`src/rtl/display_ctrl_pkg.sv`:
```
// display_ctrl_pkg: shared types, defaults and threshold arithmetic for the display mode controller
package display_ctrl_pkg;

   typedef enum logic [1:0] {
      MODE_COLOR  = 2'd0,
      MODE_GRAY   = 2'd1,
      MODE_BINARY = 2'd2
   } disp_mode_t;

   typedef enum logic {
      IDLE,
      PENDING
   } ctrl_state_t;

   localparam int         DEBOUNCE_CYCLES_C = 500000;
   localparam int         NUM_MODES_C       = 3;
   localparam logic [7:0] THRESH_DEFAULT_C  = 8'h80;
   localparam logic [7:0] THRESH_STEP_C     = 8'h08;

   // Saturating step; both directions at once cancel. The ninth bit flags overflow/underflow.
   function automatic logic [7:0] thresh_adj(input logic [7:0] t, input logic [7:0] step,
                                             input logic up, input logic dn);
      logic [8:0] s;
      s = (up & ~dn) ? {1'b0, t} + {1'b0, step} :
          (dn & ~up) ? {1'b0, t} - {1'b0, step} : {1'b0, t};
      return s[8] ? (up ? 8'hff : 8'h00) : s[7:0];
   endfunction

endpackage

```
`src/rtl/key_debounce.sv`:
```
// key_debounce: synchronises an active-low raw key, debounces it and emits a one-cycle press pulse
module key_debounce #(
   parameter int DEBOUNCE_CYCLES = 500000
) (
   input  logic clk,
   input  logic reset_n,
   input  logic key_n,
   output logic press
);

   localparam int CW = $clog2(DEBOUNCE_CYCLES + 1);

   logic          sync1;
   logic          sync2;
   logic          level;
   logic [CW-1:0] cnt;
   logic          settle;

   // The sample has disagreed with the accepted level for the full debounce window
   assign settle = (sync2 != level) && (cnt == CW'(DEBOUNCE_CYCLES - 1));

   // Synchroniser, disagreement counter, accepted level and press pulse on the 1->0 acceptance
   always_ff @(posedge clk or negedge reset_n) begin
      if (!reset_n) begin
         sync1 <= 1'b1;
         sync2 <= 1'b1;
         level <= 1'b1;
         cnt   <= '0;
         press <= 1'b0;
      end else begin
         sync1 <= key_n;
         sync2 <= sync1;
         cnt   <= (sync2 == level || settle) ? '0 : cnt + CW'(1);
         level <= settle ? sync2 : level;
         press <= settle & ~sync2;
      end
   end

endmodule

```
`src/rtl/display_mode_ctrl.sv`:
```
// display_mode_ctrl: front-panel mode/threshold control with changes committed only at frame_start
module display_mode_ctrl
   import display_ctrl_pkg::*;
#(
   parameter int         DEBOUNCE_CYCLES = DEBOUNCE_CYCLES_C,
   parameter int         NUM_MODES       = NUM_MODES_C,
   parameter logic [7:0] THRESH_DEFAULT  = THRESH_DEFAULT_C,
   parameter logic [7:0] THRESH_STEP     = THRESH_STEP_C
) (
   input  logic       clk,
   input  logic       reset_n,
   input  logic       key_mode_n,
   input  logic       key_up_n,
   input  logic       key_dn_n,
   input  logic       frame_start,
   output disp_mode_t mode,
   output logic [7:0] threshold,
   output logic       pending,
   output logic       mode_update
);

   localparam disp_mode_t LAST_MODE = disp_mode_t'(2'(NUM_MODES - 1));

   logic        p_mode;
   logic        p_up;
   logic        p_dn;
   logic        any_press;
   logic        commit;
   ctrl_state_t state;
   ctrl_state_t state_d;
   disp_mode_t  next_mode;
   disp_mode_t  next_mode_d;
   disp_mode_t  mode_d;
   logic [7:0]  next_thresh;
   logic [7:0]  next_thresh_d;
   logic [7:0]  threshold_d;
   logic        mode_update_d;

   key_debounce #(.DEBOUNCE_CYCLES(DEBOUNCE_CYCLES)) u_key_mode (
      .clk(clk), .reset_n(reset_n), .key_n(key_mode_n), .press(p_mode));
   key_debounce #(.DEBOUNCE_CYCLES(DEBOUNCE_CYCLES)) u_key_up (
      .clk(clk), .reset_n(reset_n), .key_n(key_up_n), .press(p_up));
   key_debounce #(.DEBOUNCE_CYCLES(DEBOUNCE_CYCLES)) u_key_dn (
      .clk(clk), .reset_n(reset_n), .key_n(key_dn_n), .press(p_dn));

   assign any_press = p_mode | p_up | p_dn;
   assign commit    = (state == PENDING) && frame_start;
   assign pending   = (state == PENDING);

   // Next state: commit the pre-press values at frame_start; a press always (re)opens a pending change
   always_comb begin
      state_d       = any_press ? PENDING : (commit ? IDLE : state);
      mode_d        = commit ? next_mode : mode;
      threshold_d   = commit ? next_thresh : threshold;
      mode_update_d = commit;
      next_mode_d   = !p_mode ? next_mode :
                      (next_mode == LAST_MODE) ? MODE_COLOR : disp_mode_t'(next_mode + 2'd1);
      next_thresh_d = thresh_adj(next_thresh, THRESH_STEP, p_up, p_dn);
   end

   // FSM, pending and committed registers; reset discards any uncommitted change silently
   always_ff @(posedge clk or negedge reset_n) begin
      if (!reset_n) begin
         state       <= IDLE;
         mode        <= MODE_COLOR;
         threshold   <= THRESH_DEFAULT;
         next_mode   <= MODE_COLOR;
         next_thresh <= THRESH_DEFAULT;
         mode_update <= 1'b0;
      end else begin
         state       <= state_d;
         mode        <= mode_d;
         threshold   <= threshold_d;
         next_mode   <= next_mode_d;
         next_thresh <= next_thresh_d;
         mode_update <= mode_update_d;
      end
   end

endmodule

```
`config.mk`:
```
export PLATFORM = sky130hd
export DESIGN_NAME = display_mode_ctrl
export DESIGN_NICKNAME = d
export VERILOG_FILES = /design/src/rtl/display_ctrl_pkg.sv /design/src/rtl/key_debounce.sv /design/src/rtl/display_mode_ctrl.sv
export SDC_FILE = /design/constraint.sdc
export NUM_CORES = 1
export LEC_CHECK = 0
export ABC_AREA = 0
export CORE_AREA = 5 5 108 79
export CTS_CLUSTER_DIAMETER = 30
export DETAILED_ROUTE_END_ITERATION = 12
export DIE_AREA = 0 0 113 84
export PLACE_DENSITY = 0.79
export SYNTH_ARGS = -nofsm -noshare
export SYNTH_HDL_FRONTEND = slang
export SYNTH_HIERARCHICAL = 1
export SYNTH_SLANG_ARGS = --single-unit
```
`constraint.sdc`:
```
create_clock -name clk -period 2.6 [get_ports clk]
set_clock_uncertainty 0.2 [all_clocks]
set_input_delay 0.52 -clock clk [delete_from_list [all_inputs] [get_ports clk]]
set_output_delay 0.52 -clock clk [all_outputs]
set_load 0.02 [all_outputs]
```
After elaboration in Yosys (flattened, before gate mapping)
Index checks and enable logic that the tools add are counted.
{ "op_classes": {"reduce_logical": 9, "n_bitwise": 12, "n_mux": 10, "eq_ne": 10, "addsub": 6} }
{ "op_table": {"columns": ["op", "count"], "rows": [
  ["$add A19 B1 Y19 const B", 3],
  ["$eq A19 B19 Y1 const B", 3],
  ["$mux W19", 3],
  ["$mux W9", 2],
  ["$mux W8", 2],
  ["$add A8 B4 Y9 const B", 1],
  ["$sub A8 B4 Y9 const B", 1],
  ["$and A1 B1 Y1", 5],
  ["$not A1 Y1", 5],
  ["$logic_and A1 B1 Y1", 4],
  ["$eq A1 B1 Y1", 3],
  ["$logic_or A1 B1 Y1", 3],
  ["$ne A1 B1 Y1", 3],
  ["$reduce_bool A3 Y1", 1],
  ["$add A2 B1 Y2 const B", 1],
  ["$eq A2 B2 Y1 const B", 1],
  ["$mux W1", 2],
  ["$mux W2", 1],
  ["$or A1 B1 Y1", 2],
  ["$reduce_bool A2 Y1", 1]
]} }
{ "word_totals": {"register_bits": 91, "wordCells": 68} }

Longest topological paths before layout
Gate-level depths: netlist of run 1.
{ "depth": {"depth_word": 5, "depth_mapped": 7, "ltp_nobuf": 6} }

Hierarchy
Netlist of run 1, hierarchy kept.
{ "by_module_without_submodules": {"columns": ["mod", "seq_area_each_um2", "cells_per_inst", "area_each_um2", "instances"], "rows": [
  ["key_debounce", 579.3, 105, 1127.3, 3],
  ["display_mode_ctrl", 452.9, 95, 998.5, 1]
]} }

Least setup slack after synthesis of run 1
OpenSTA, ideal clock, no wires.
{ "synth_timing": {"path_kind": "flip-flop to flip-flop", "startpoint": "register u_key_dn.cnt[0]", "endpoint": "register u_key_dn.cnt[16]", "slack_ns": 0.559, "period_less_slack_ns": 2.041, "arrival_ns": 1.763, "t_required_ns": 2.322, "stages_incl_launch_ff": 6, "cell_sequence": "dfrtp_1 -> ha_1 -> nand4_4 -> or4_4 -> or3_1 -> a21oi_1"} }
{ "synth_between": {"elab_chain_cells": 4} }
{ "synth_lines": {"columns": ["item", "line", "source"], "rows": [
  ["start: declaration", "key_debounce.sv:16", "logic [CW-1:0] cnt;"],
  ["start signal: assignment", "key_debounce.sv:33", "cnt <= (sync2 == level || settle) ? '0 : cnt + CW'(1);"],
  ["parallel branches: the longest is 3 deep, another holds $add A19 B1 Y19", null, null],
  ["$mux W19 (*)", "key_debounce.sv:33", null]
]} }
Every way passes the cells marked *.
A chain may end at the register's enable or synchronous reset.

Final worst setup path of run 1
{ "layout_timing": {"startpoint": "register threshold[7]", "endpoint": "output port threshold[7]"} }
{ "layout_lines": {"columns": ["item", "line", "source"], "rows": [
  ["start: declaration", "display_mode_ctrl.sv:17", "output logic [7:0] threshold,"],
  ["start signal: assignment", "display_mode_ctrl.sv:73", "threshold <= threshold_d;"]
]} }
No word-level cell between the ends.

==> results of run 1 <==
worst reg2reg max path, stage by stage (launching register included):
cell and delay, ns:
dfrtp_1 0.39, ha_1 0.27, nand4_4 0.20, or4_4 0.59
or3_1 0.31, a21oi_1 0.15
registers in the layout (all words and copies together) (netlist names), 2 cells and up:
register	count
u_key_dn/cnt	19
u_key_up/cnt	19
u_key_mode/cnt	19
mode	2
threshold	6
next_thresh	6
next_mode	2
area by class of cell:
cell class                 instances  area share
clock buffer                      10      0.0261
tap                              101      0.0258
clock inverter                     6      0.0238
sequential                        87       0.448
inverter                          14      0.0107
timing repair buffer              25      0.0496
multi-input combinational        296       0.416
through the flow:
| step | hold slack [ns] | instances | total power, mW | worst slack (ns) | cell area, um2 |
|---|---|---|---|---|---|
| after detailed placement | 0.149 | 522 | 1.50 | 0.431 | 4640 |
| after global placement | 0.146 | 522 | 1.50 | 0.494 | 4640 |
| after floorplan | 0.0244 | 410 | 1.45 | 0.559 | 4380 |
| after global routing | 0.165 | 539 | 2.73 | 0.294 | 4890 |
| after CTS | 0.161 | 539 | 2.65 | 0.334 | 4890 |
| final | 0.160 | 539 | 2.62 | 0.369 | 4890 |
synth_stat cells, drive strengths merged (3+ instances only):
library cell and instances:
xor2 21, nor2b 4, or4 10, or2 3, clkbuf 3, nand2 25, a21oi 15, or3 12
nor3 8, inv 14, mux2 8, dfstp 11, ha 7, buf 9, nor4 6, and3 9
nor3b 5, nand2b 4, and4 3, dfrtp 76, o21ai 19, nand3 24, xnor2 22, o41ai 3
nor2 49, nand4 19, o31ai 6
report_power, final:
| group | internal [mW] | switching (mW) | leakage (nW) | total (mW) |
|---|---|---|---|---|
| Sequential | 1.37 | 0.0160 | 1.17 | 1.39 |
| Combinational | 0.0335 | 0.0532 | 0.748 | 0.0867 |
| Clock | 0.647 | 0.493 | 0.121 | 1.14 |
| Total | 2.05 | 0.563 | 2.04 | 2.62 |
worst paths after layout:
path                                 start                  to  slack (ns)  depth (start not counted)
max in group asynchronous          reset_n      u_key_dn/sync1        1.11                          3
min in group asynchronous          reset_n  u_key_mode/cnt[14]        0.45                          2
hold / removal              u_key_dn/sync1      u_key_dn/sync2        0.16                          0
setup / recovery              threshold[7]        threshold[7]        0.37                          1
setup reg to reg           u_key_dn/cnt[1]    u_key_dn/cnt[18]        0.41                          5
hold reg to reg             u_key_dn/sync1      u_key_dn/sync2        0.16                          0
cell families (layout without fill, tap and decap cells):
logic type | after synthesis | count (layout) | synth area share
xor+xnor | 43 | 43 | 0.0860
buf+inv | 27 | 55 | 0.0348
flops | 87 | 87 | 0.500
mux | 10 | 10 | 0.0277
fa+ha+maj | 7 | 7 | 0.0200
compound gates | 51 | 51 | 0.0851
simple gates | 185 | 185 | 0.246
metal layers:
| metal | global-route usage | up-vias | wire, um |
|---|---|---|---|
| li1 | - | 1503 | - |
| met3 | 0.0623 | 8 | 371 |
| met1 | 0.251 | 1512 | 3950 |
| met2 | 0.291 | 68 | 3770 |
| met5 | 0 | - | 0 |
| met4 | 0.0524 | 0 | 62 |
==> summary.md, run 1 <==
| Metric | Value |
|---|---|
| Status | `complete, no violations` |
| Maxcap violations | `0` |
| Vias/cell | `5.73` |
| Tcrit/Tclk final | `0.858` |
| First-pass GRT wire length | `14.5 mm` |
| Worst-path fanout max | `2` |
| Register area | `2190 um2` |
| 1st-pass router iterations | `4` |
| Sum Neg Setup Slack | `0 ns` |
| Core footprint | `7530 um2` |
| # fillers | `576` |
| Placement Rows | `27` |
| Die Footprint | `9490 um2` |
| PostCTS Resize Cnt | `0` |
| Critical path arrival | `1.51 ns` |
| Synth Register Bits | `87` |
| Mapped Nets | `423` |
| Crit-path leading delay family | `buffers and inverters` |
| Critical-path cell list | `clkdlybuf4s50_1` |
| Chip Height | `84 um` |
| Setup repair after global routing missed its margin | `no` |
| Inserted Clock Buffers | `9` |
| Root Buffer | `clkbuf_8` |
| Final core occ | `0.650` |
| CP max stage cell | `clkdlybuf4s50_1` |
| CTS sink count | `87` |
| Largest cells by area after synthesis | `dfrtp_1 43%, dfstp_2 6.6%, xnor2_1 4.4%` |
| DR iter-0 viols | `261` |
| Largest net degree at the start of global routing | `41` |
| DP HPWL | `5.71 mm` |
| Hold crit path type | `flop to flop` |
| Post-Synthesis Cell Area | `4380 um2` |
| Crit Path Class | `flop to primary output` |
| GPL Wtd Cong | `0.878` |
| Asr flop ratio synth | `1.00` |
| Clk pin slew, worst setup/hold paths | `0.09 ns` |
| CTS tree | `done` |
| FMAX | `448 MHz` |
| Post-Syn Instances | `410` |
| Max-slew violations | `0` |
| Buf/Inv on CP | `1` |
| DRC errors left | `0` |
| Synth Warn # | `6` |
| Power per cell area | `534 nW/um2` |
| Area of the multi-input gates | `2040 um2` |
| Seq/Total Area, Yosys | `0.500` |
| Hold Buf Count CTS | `1` |
| Most frequent cells in the layout | `76 x dfrtp_1, 49 x nor2_1, 25 x nand2_1` |
| Routed len/inst | `15.1 um` |
| GRT Util Overall | `0.187` |
| Max-slew headroom | `0.661` |
| # diodes | `0` |
| CP Capture Type | `primary output` |
| H-Tree Level Count | `3` |
| Syn Area/Cell | `10.7 um2` |
| Leading area contributor after synthesis | `dfrtp_1` |
| Slew @ Worst Pin | `0.508 ns` |
| Pleak | `2.04 nW` |
| Maximum VDD drop | `0.448 mV` |
| Worst path required time | `1.88 ns` |
| Die width | `113 um` |
| Yosys top cell area share | `0.434` |
| Crit path launch type | `flop` |
| Ys flop type | `dfrtp_1` |
| Vias in the first global route | `3098` |
| Max Buffers Root-to-Sink | `2` |
| Final hold vios | `0` |
| Via count | `3091` |
| Ports | `18` |
| Total grt overflow | `0` |
| Setup violators final | `0` |
| Final net count | `446` |
| Starting Density | `0.581` |
| Routed wire length | `8.15 mm` |
| Port bufs | `17` |
| Initial antenna violation count | `0` |
| Worst-Skew Late Latency | `0.37 ns` |
| Tmin final | `2.23 ns` |
| P&R area growth vs syn | `11.7%` |
| Number of distinct library cells after synthesis | `48` |
| Critical path's largest stage delay | `0.60 ns` |
| Postcts setup bufs | `0` |
| Post-synth EDFFs | `0` |
| Antenna viol nets, final | `0` |
| Leading cell type in the layout, fill and taps excluded | `dfrtp_1` |
| Layout cell share with drive strength beyond 1 | `0.164` |
Note: power is estimated with default switching activity, not from simulation.
==> run 2: changes to the inputs <==
- CTS_CLUSTER_DIAMETER: 30 -> 200
- REMOVE_ABC_BUFFERS: unset -> 1
==> run 2 against run 1 <==
Compared with the run above:
- sequential share of layout area is 0.78 points higher
- routed wire length is 0.53% lower
- fmax is 0.67% higher
- sequential power hardly changed
- first-iteration DRC count is 28% lower
- register-to-register slack worse by 0.03 ns
- critical path type is now flop to flop
- critical endpoint is now u_key_mode/cnt[16]
==> summary.md, run 2 (synthesis results as in run 1) <==
| Metric | Value |
|---|---|
| Status | `complete, no violations` |
| Largest net degree at the start of global routing | `51` |
| 1st-pass router iterations | `5` |
| CTS sink count | `87` |
| Final hold vios | `0` |
| Hold_sp | `u_key_dn/sync1` |
| Root Buffer | `clkbuf_8` |
| Vias/cell | `5.76` |
| P&R area growth vs syn | `9.80%` |
| Die width | `113 um` |
| Combinational Power Share | `0.037` |
| Final net count | `445` |
| H-Tree Level Count | `3` |
| GRT Util Overall | `0.188` |
| Finished Layout Cells | `538` |
| Placed cells | `521` |
| Ports | `18` |
| Maxcap violations | `0` |
| Clk pin slew, worst setup/hold paths | `0.09 ns` |
| Reg-to-Reg End | `u_key_mode/cnt[16]` |
| Reg power frac | `0.603` |
| Crit Path Class | `flop to flop` |
| Starting Density | `0.581` |
| Routed len/inst | `15.1 um` |
| Internal | `1.77 mW` |
| Pleak | `2.00 nW` |
| Slew @ Worst Pin | `0.554 ns` |
| Layout cell share with drive strength beyond 1 | `0.160` |
| Sum Neg Setup Slack | `0 ns` |
| Tmin final | `2.22 ns` |
| Placement Rows | `27` |
| Initial antenna violation count | `0` |
| Max-slew violations | `0` |
| Hold crit path type | `flop to flop` |
| Hold Crit Endpoint | `u_key_dn/sync2` |
| Setup repair after global routing missed its margin | `no` |
| CTS tree | `done` |
| Max-slew headroom | `0.630` |
| Routed wire length | `8.11 mm` |
| Power per cell area | `479 nW/um2` |
| Max Buffers Root-to-Sink | `2` |
| DP HPWL | `5.78 mm` |
| # diodes | `0` |
| Total grt overflow | `0` |
| Crit path launch type | `flop` |
| Clk pwr share | `0.360` |
| Tcrit/Tclk final | `0.853` |
| # fillers | `597` |
| Internal reg-to-reg setup slack | `0.38 ns` |
| DRC errors left | `0` |
| Worst path required time | `2.68 ns` |
| Setup violators final | `0` |
| Worst-Skew Late Latency | `0.36 ns` |
| Sw Share | `0.230` |
| DR iter-0 viols | `187` |
| Hold Path Cell Cnt | `0` |
| CP Capture Type | `flop` |
| Top flop regs | `u_key_dn/cnt x19, u_key_mode/cnt x19, u_key_up/cnt x19` |
| Maximum VDD drop | `0.457 mV` |
| FMAX | `451 MHz` |
| Core footprint | `7530 um2` |
| Fin Hold WS | `0.158 ns` |
| Inserted Clock Buffers | `9` |
| First-pass GRT wire length | `14.5 mm` |
| Critical path arrival | `2.30 ns` |
| Antenna viol nets, final | `0` |
| Port bufs | `17` |
| Most frequent cells in the layout | `76 x dfrtp_1, 49 x nor2_1, 25 x nand2_1` |
| Leading cell type in the layout, fill and taps excluded | `dfrtp_1` |
| R2r worst-path depth | `5` |
| Via count | `3097` |
| Vias in the first global route | `3081` |
| Postcts setup bufs | `0` |
| Switch Pwr | `0.530 mW` |
| Die Footprint | `9490 um2` |
| GPL Wtd Cong | `0.803` |
| Chip Height | `84 um` |
| Reg2Reg Launch Point | `u_key_mode/cnt[0]` |
| Worst-path fanout max | `8` |
run 2: worst max-delay path, cell delays in order, from the launching register on:
cell and delay, ns:
dfrtp_1 0.40, ha_1 0.27, nand4_4 0.20, or4_4 0.60, or3_1 0.33, a21oi_1 0.14
run 2: final cells by class:
cell class	instances	area, um2	share of cell area
tap	101	126	0.0263
inverter	14	52.6	0.0109
sequential	87	2190	0.456
multi-input combinational	296	2040	0.424
clock inverter	4	22.5	0.00468
timing repair buffer	24	235	0.0489
clock buffer	12	145	0.0302
run 2: repair_timing:
action / in CTS / in global routing
hold buffers: 1 / 0
setup endpoints to repair: 0 / 0
resized for setup: 0 / 0
endpoints found under the hold margin: 36 / 0
run 2: layer usage:
metal,routed length (um),vias up,GRT usage
met3,313,9,0.0507
met1,3960,1531,0.261
met5,0,-,0
met2,3750,53,0.288
met4,85,0,0.0611
li1,-,1504,-
run 2: power by group through the flow:
| stage | combinational, mW | clock (mW) | sequential (mW) |
|---|---|---|---|
| floorplan | 0.0334 | 0 | 1.41 |
| global placement | 0.0847 | 0 | 1.41 |
| detailed placement | 0.0861 | 0 | 1.42 |
| CTS | 0.0888 | 0.861 | 1.39 |
| global route | 0.0992 | 0.927 | 1.39 |
| finish | 0.0857 | 0.828 | 1.39 |
run 2: worst max-delay path by stage:
| stage | startpoint | to | slack (ns) |
|---|---|---|---|
| 6_report | u_key_mode/cnt[0] | u_key_mode/cnt[16] | 0.38 |
| 5_1_grt | u_key_mode/cnt[0] | u_key_mode/cnt[16] | 0.24 |
| 4_1_cts | u_key_dn/cnt[0] | u_key_dn/cnt[18] | 0.38 |
| 3_5_place_dp | u_key_dn/cnt[0] | u_key_dn/cnt[18] | 0.39 |
| 3_3_place_gp | u_key_up/cnt[0] | u_key_up/cnt[18] | 0.46 |
| 2_1_floorplan | u_key_dn/cnt[0] | u_key_dn/cnt[16] | 0.56 |
run 2: metrics by stage:
stage	utilization	setup WS (ns)	instance area (um2)	total power, mW
3_3_place_gp	0.615	0.462	4630	1.50
6_report	0.638	0.383	4810	2.30
5_1_grt	0.638	0.244	4810	2.42
4_1_cts	0.638	0.377	4810	2.34
2_1_floorplan	-	0.555	4280	1.44
3_5_place_dp	0.615	0.394	4630	1.50
==> run 3: changes to the inputs <==
- GPL_ROUTABILITY_DRIVEN: unset -> 0
==> results of run 3 <==
Final layout, timing and power as in run 2 (identical DEF).
